[src/rtl/wb_capture_fifo.sv]
// Writeback capture FIFO: queues qualified WB words, drains over valid/ready,
// counts overflow drops and optionally halts capture on the first drop.
module wb_capture_fifo #(
    parameter int DATA_W      = 32,
    parameter int DEPTH       = 8,
    parameter int HALT_ON_OVF = 1,
    parameter int CNT_W       = 16
) (
    input  logic                     clk,
    input  logic                     reset,
    input  logic                     clr,
    input  logic                     cap_en,
    input  logic                     wb_valid,
    input  logic [DATA_W-1:0]        wb_data,
    output logic                     out_valid,
    output logic [DATA_W-1:0]        out_data,
    input  logic                     out_ready,
    output logic [$clog2(DEPTH):0]   level,
    output logic [CNT_W-1:0]         drop_cnt,
    output logic                     ovf,
    output logic [1:0]               state
);
    localparam int ADDR_W = $clog2(DEPTH);
    localparam int LVL_W  = ADDR_W + 1;
    localparam logic [LVL_W-1:0] FULL_LVL = LVL_W'(DEPTH);
    localparam logic [LVL_W-1:0] ONE_LVL  = LVL_W'(1);

    localparam logic [1:0] IDLE = 2'b00;
    localparam logic [1:0] RUN  = 2'b01;
    localparam logic [1:0] HALT = 2'b10;

    logic [DATA_W-1:0] mem [DEPTH];
    logic [ADDR_W-1:0] wr_ptr, rd_ptr, rd_nxt;
    logic              run, full, pop, push, drop;

    assign run       = (state == RUN);
    assign full      = (level == FULL_LVL);
    assign out_valid = (level != '0);
    assign pop       = out_valid && out_ready;
    assign push      = wb_valid && run && (!full || pop);
    assign drop      = wb_valid && run && full && !pop;
    assign rd_nxt    = rd_ptr + ADDR_W'(1);

    // Storage carries no reset; validity is tracked entirely by level.
    always_ff @(posedge clk) begin
        if (push) mem[wr_ptr] <= wb_data;
    end

    always_ff @(posedge clk or negedge reset) begin
        if (!reset) begin
            wr_ptr   <= '0;
            rd_ptr   <= '0;
            level    <= '0;
            out_data <= '0;
            drop_cnt <= '0;
            ovf      <= 1'b0;
            state    <= IDLE;
        end else if (clr) begin
            wr_ptr   <= '0;
            rd_ptr   <= '0;
            level    <= '0;
            out_data <= '0;
            drop_cnt <= '0;
            ovf      <= 1'b0;
            state    <= IDLE;
        end else begin
            if (push) wr_ptr <= wr_ptr + ADDR_W'(1);
            if (pop)  rd_ptr <= rd_nxt;

            case ({push, pop})
                2'b10:   level <= level + ONE_LVL;
                2'b01:   level <= level - ONE_LVL;
                default: level <= level;
            endcase

            // Output register tracks the head entry after this edge; when the
            // FIFO is (or becomes) a single entry, the new head is the incoming word.
            if (pop && level != ONE_LVL)
                out_data <= mem[rd_nxt];
            else if (push && (level == '0 || pop))
                out_data <= wb_data;

            if (drop) begin
                ovf <= 1'b1;
                if (drop_cnt != '1) drop_cnt <= drop_cnt + CNT_W'(1);
            end

            case (state)
                IDLE:    if (cap_en) state <= RUN;
                RUN: begin
                    if (drop && HALT_ON_OVF != 0) state <= HALT;
                    else if (!cap_en)             state <= IDLE;
                end
                HALT:    state <= HALT;
                default: state <= IDLE;
            endcase
        end
    end
endmodule

[config.mk]
export PLATFORM = sky130hd
export DESIGN_NAME = wb_capture_fifo
export DESIGN_NICKNAME = d
export VERILOG_FILES = /design/src/rtl/wb_capture_fifo.sv
export SDC_FILE = /design/constraint.sdc
export NUM_CORES = 1
export LEC_CHECK = 0
export ABC_AREA = 1
export CORE_MARGIN = 10
export CORE_UTILIZATION = 40
export CTS_CLUSTER_DIAMETER = 50
export DETAILED_ROUTE_END_ITERATION = 10
export PLACE_DENSITY = 0.66
export RECOVER_POWER = 100
export SLEW_MARGIN = 5
export SYNTH_ARGS = -nofsm -noshare
export SYNTH_HDL_FRONTEND = slang
export SYNTH_SLANG_ARGS = --single-unit
[constraint.sdc]
create_clock -name clk -period 4.15 [get_ports clk]
set_input_delay 0.415 -clock clk [delete_from_list [all_inputs] [get_ports clk]]
set_output_delay 0.415 -clock clk [all_outputs]
set_load 0.1 [all_outputs]
# Word-level counts from Yosys, hierarchy flattened

Memories as Yosys holds them, arrays and structs flattened.
Index checks and enable logic that the tools add are counted.
W data, S select, Z words.

Register bits after elaboration: 61
Bits in writable memories: 256
Input port bits: 38
Output and inout port bits: 56
Word-level logic and storage cells: 65
Memories: 1

Memories:

| name | words | bits a word | rd ports | clocked after Yosys merged registers in | wr ports | RTL line | RTL |
|---|---|---|---|---|---|---|---|
| mem  | 8     | 32          | 1        | 0                                       | 1        | 32       | `logic [DATA_W-1:0] mem [DEPTH];` |

Add/sub/neg operators: 5
Eq/ne operators: 9
Mux-type cells: 21
Reductions and logical operators: 22

Operators with widths:

| kind                    | number |
|---|---|
| $mux W32                | 3 |
| $mux W16                | 3 |
| $add A16 B1 Y16 const B | 1 |
| $ne A16 B16 Y1 const B  | 1 |
| $mux W3                 | 4 |
| $mux W2                 | 4 |
| $pmux W4 S2             | 1 |
| $reduce_bool A2 Y1      | 4 |
| $logic_and A1 B1 Y1     | 7 |
| $add A3 B1 Y3 const B   | 2 |
| $pmux W2 S3             | 1 |
| $reduce_bool A3 Y1      | 2 |
| $add A4 B1 Y4 const B   | 1 |
| $eq A2 B1 Y1 const B    | 2 |
| $eq A2 B2 Y1 const B    | 2 |
| $eq A4 B4 Y1 const B    | 1 |
| $logic_not A4 Y1        | 1 |
| $mux W1                 | 4 |
| $mux W4                 | 1 |
| $ne A4 B1 Y1 const B    | 1 |
| $ne A4 B3 Y1 const B    | 1 |
| $reduce_and A2 Y1       | 2 |
| $reduce_bool A4 Y1      | 1 |
| $sub A4 B1 Y4 const B   | 1 |
| other kinds (4)         | 6 |

# Logic depth before layout (Yosys ltp)

Word-level depth: 8
Gate-level depth with buffers: 11
Gate-level depth less buffers: 10

# Worst setup path before layout

No wires, ideal clock.

Path kind: register to register
Start point: register level[0]
End point: memory mem[1][0] (enable)
Library setup time: 421 ps
Data arrival time: 3,312 ps
Data required time: 3,729 ps
Path slack: 417 ps
Stages on the path, launching flop included: 8
Path buffers: 0
Period minus slack after synthesis: 3,733 ps
Path through: dfrtp_1 > inv_1 > ha_1 > nand4_1 > nand2_1 > nor2_1 > inv_1 > nor2_1

Longest elaborated chain between the ends: 6
Elaborated cells between the ends (all ways): 8
Those cells by class: 1 x eq/ne; 2 x mux; 5 x reduce/logical

Ends and longest elaborated chain:

| element                                                 | RTL line | RTL |
|---|---|---|
| start: declaration                                      | 18       | `output logic [$clog2(DEPTH):0] level,` |
| start signal: assignment                                | 71       | `2'b10: level <= level + ONE_LVL;` |
| start signal: assignment                                | 72       | `2'b01: level <= level - ONE_LVL;` |
| start signal: assignment                                | 73       | `default: level <= level;` |
| $eq A4 B4 Y1 or $reduce_bool A4 Y1 (tied branches)      | 37, 38   |  |
| $logic_not A1 Y1 or $logic_and A1 B1 Y1 (tied branches) | 40, 39   |  |
| $logic_or A1 B1 Y1 *                                    | 40       | `assign push = wb_valid && run && (!full \|\| pop);` |
| $logic_and A1 B1 Y1 *                                   | 40       |  |
| $mux W1 *                                               | 46       | `if (push) mem[wr_ptr] <= wb_data;` |
| $mux W1 (implied by the code) *                         | 46       |  |
| end: declaration                                        | 32       |  |

Mark *: on every way between the ends. The rest lies on a longest branch, timed or not.

# Final worst setup path

Start point: register level[0]
End point: memory mem[2][12] (enable)

The elaborated chain is that of the path after synthesis.

==> flow_summary_export.csv <==
group,metric,value,unit
synthesis,synth_edf_count,256,
power,p_leak,6.12,nW
sta,fmax,291,MHz
synthesis,synthTopCellsByArea,"edfxtp_1, dfrtp_1, nand3_1",
layout,nFillCells,3000,
die,die_x,204,um
critical_path,crit_type,"flop to flop",
synthesis,synth_xor_area_share,0.834,%
sta,slew_violations,117,
clock_tree,cts_hold_buf,0,
synthesis,ys_types,33,
power,p_per_area,669,nW/um2
die,io-pin-count,94,
critical_path,slowest_delay,1.13,ns
global_routing,overflow,0,
detailed_routing,wl_per_cell,18.5,um
clock_tree,cts_buffers,37,
synthesis,synthAdderAreaFrac,0.649,%
global_routing,antenna_found_initial,1,
critical_path,required,4.31,ns
layout,nNetsFinal,1362,
sta,timing.final.crit_period,3.44,ns
power,vdd_ir_drop_max,0.000390,V
clock_tree,path_clk_slew,0.06,ns
synthesis,ys_ff_latch,317,
sta,timing.final.crit_share,82.8,%
synthesis,yosys_most_used_dff,"edfxtp_1",
critical_path,reg2reg_slack,0.71,ns
place,place_congestion,0.779,
critical_path,cp_max_fo,14,
synthesis,synth_top_area_cell,"edfxtp_1",
clock_tree,cts_resized,0,
synthesis,synth_commonest_cells,"nand2_1, nand3_1, edfxtp_1, dfrtp_1, clkbuf_1",
layout,drive_gt1_share,7.07,%
synthesis,seq_area_frac_synth,68.3,%
clock_tree,cts_sinks,317,
detailed_routing,drt-vias-per-instance,5.27,
die,die_h,204,um
clock_tree,cts_tree,"yes",
sta,finClkSkew,0.0259,ns
sta,setup-violations-final,0,
detailed_routing,wl,33200,um
synthesis,ys_async_sr_fraction,19.2,%
clock_tree,insertion_delay,0.52,ns
synthesis,ys_warn_count,0,
layout,syn_to_final_growth,18.5,%
detailed_routing,drc_errors,0,
global_routing,grt_usage,15.8,%
place,post-dp-hpwl,18700,um
sta,relSlewSlack,-50.4,%
die,std_cell_rows,67,
detailed_routing,first_iter_violations,752,
synthesis,synth_most_common_cell,"nand2_1",
die,start_util,40.3,%
critical_path,cpMaxStageDelayCell,"nor2_1",
synthesis,synth.top_cell.area_share,57.0,%
global_routing,grt_pass1_vias,9399,
outcome,status,"finished, violations left",
critical_path,critPathArrivalTime,3.60,ns
synthesis,avgSynthCellArea,10.9,um2
flow_run,drv_cap,4,
die,die_area,41500,um2
critical_path,critPathCaptureType,"flop",
synthesis,synthCells,1237,
synthesis,syn_nets,1282,
detailed_routing,ant_nets,0,
global_routing,grt_max_degree,89,
detailed_routing,vias,9451,
sta,rsz0062_at_grt,"false",
detailed_routing,first_pass_iters,5,
synthesis,muxShareOfSynthArea,0,%
synthesis,synth-compound-area-share,1.10,%
power,power,10.7,mW
place,io_buffer_count,93,
min_path,hp-class,"input port to flop",
critical_path,start_kind,"flop",
sta,final_hold_viol_count,0,
die,core,33400,um2
clock_tree,h-tree-depth,2,
synthesis,yosys.area_share.simple,25.8,%
clock_tree,post_cts_buffers,0,
synthesis,synth_area,13500,um2
sta,worst_pin_slew,2.26,ns
synthesis,synth_top_family_by_area,"simple AND/OR/NAND/NOR gates",
sta,tns,0,ns
global_routing,grt_pass1_wl,52400,um
clock_tree,clk_path_buf_depth,3,
outcome,violations,"capacitance limit, slew limit",
critical_path,crit_chain,"inv_1 -> ha_1 -> nand2_1 -> nor3_1 -> nor2_1 -> nand2_1 -> nor2_1 -> clkbuf_1",
clock_tree,cts-root-buf,"clkbuf_16",
## stage by stage
stage	util [%]	setup slack (ns)	instances	hold slack, ns	area, um2
global route	47.8	0.505	1792	0.559	16000
finish	47.8	0.712	1793	0.529	16000
global placement	44.6	1.34	1726	0.504	14900
CTS	48.0	1.03	1792	0.0645	16100
floorplan	-	0.417	1237	0.119	13500
detailed placement	44.6	1.28	1726	0.526	14900
## state kept, by name (all words and copies together), names as in the netlist
name and cells:
drop_cnt 16, mem 256, ovf 1, out_data 32, state 2, wr_ptr 3
rd_ptr 3, level 4
## placed cells by master (no fill, tap or decap), drive strengths merged, types with 3 or more instances in the layout
| cell type | synthesis | layout |
|---|---|---|
| edfxtp | 256 | 256 |
| a21oi | 6 | 6 |
| xor2 | 9 | 9 |
| xnor2 | 3 | 3 |
| nand2 | 374 | 374 |
| dfrtp | 61 | 61 |
| ha | 7 | 7 |
| o21ai | 17 | 17 |
| clkdlybuf4s50 | 0 | 4 |
| nand3 | 280 | 280 |
| inv | 31 | 33 |
| nor2 | 37 | 37 |
| dlygate4sd3 | 0 | 88 |
| nor3 | 4 | 4 |
| buf | 28 | 14 |
| or2 | 32 | 32 |
| nand4 | 42 | 42 |
| clkinv | 0 | 8 |
| clkbuf | 47 | 64 |
## final timing paths
| path | from | to | cells after the start |
|---|---|---|---|
| max | level[0] | mem[2][12] | 8 |
| min | cap_en | state[0] | 3 |
| max reg2reg | level[0] | mem[2][12] | 8 |
| min reg2reg | out_data[23] | out_data[23] | 2 |
| max in group asynchronous | reset | drop_cnt[3] | 2 |
| min in group asynchronous | reset | out_data[31] | 1 |
## cell families after synthesis
family,Yosys count
simple gates,769
xor+xnor,12
compound gates,26
flops,317
fa+ha+maj,7
buf+inv,106
## worst max-delay path, delay by kind of cell (launching register included)
kind,cells,cell delay [ns]
buf+inv,2,0.64
fa+ha+maj,1,0.29
flops,1,0.47
simple gates,5,1.67
## power breakdown
group	internal, mW	switching, mW
clock	1.77	1.25
sequential	3.61	0.206
combinational	0.964	2.90
## layout make-up
type	count	area (um2)	share of cell area, %
flip-flops and latches	317	9220	57.6
diodes	1	2.50	0.0156
well taps	448	561	3.50
inverters	31	116	0.728
clock inverters	12	88.8	0.555
multi-input cells	814	3870	24.2
repair buffers	116	1080	6.77
clock buffers	54	1050	6.57
## layer usage
layer | vias up | global-route usage, % | wire length, um
met5 | - | 0 | 0
li1 | 4481 | - | -
met4 | 0 | 4.93 | 712
met2 | 314 | 25.7 | 15600
met3 | 56 | 2.81 | 2310
met1 | 4600 | 21.2 | 14600
Power figures use the tool's default switching activity.
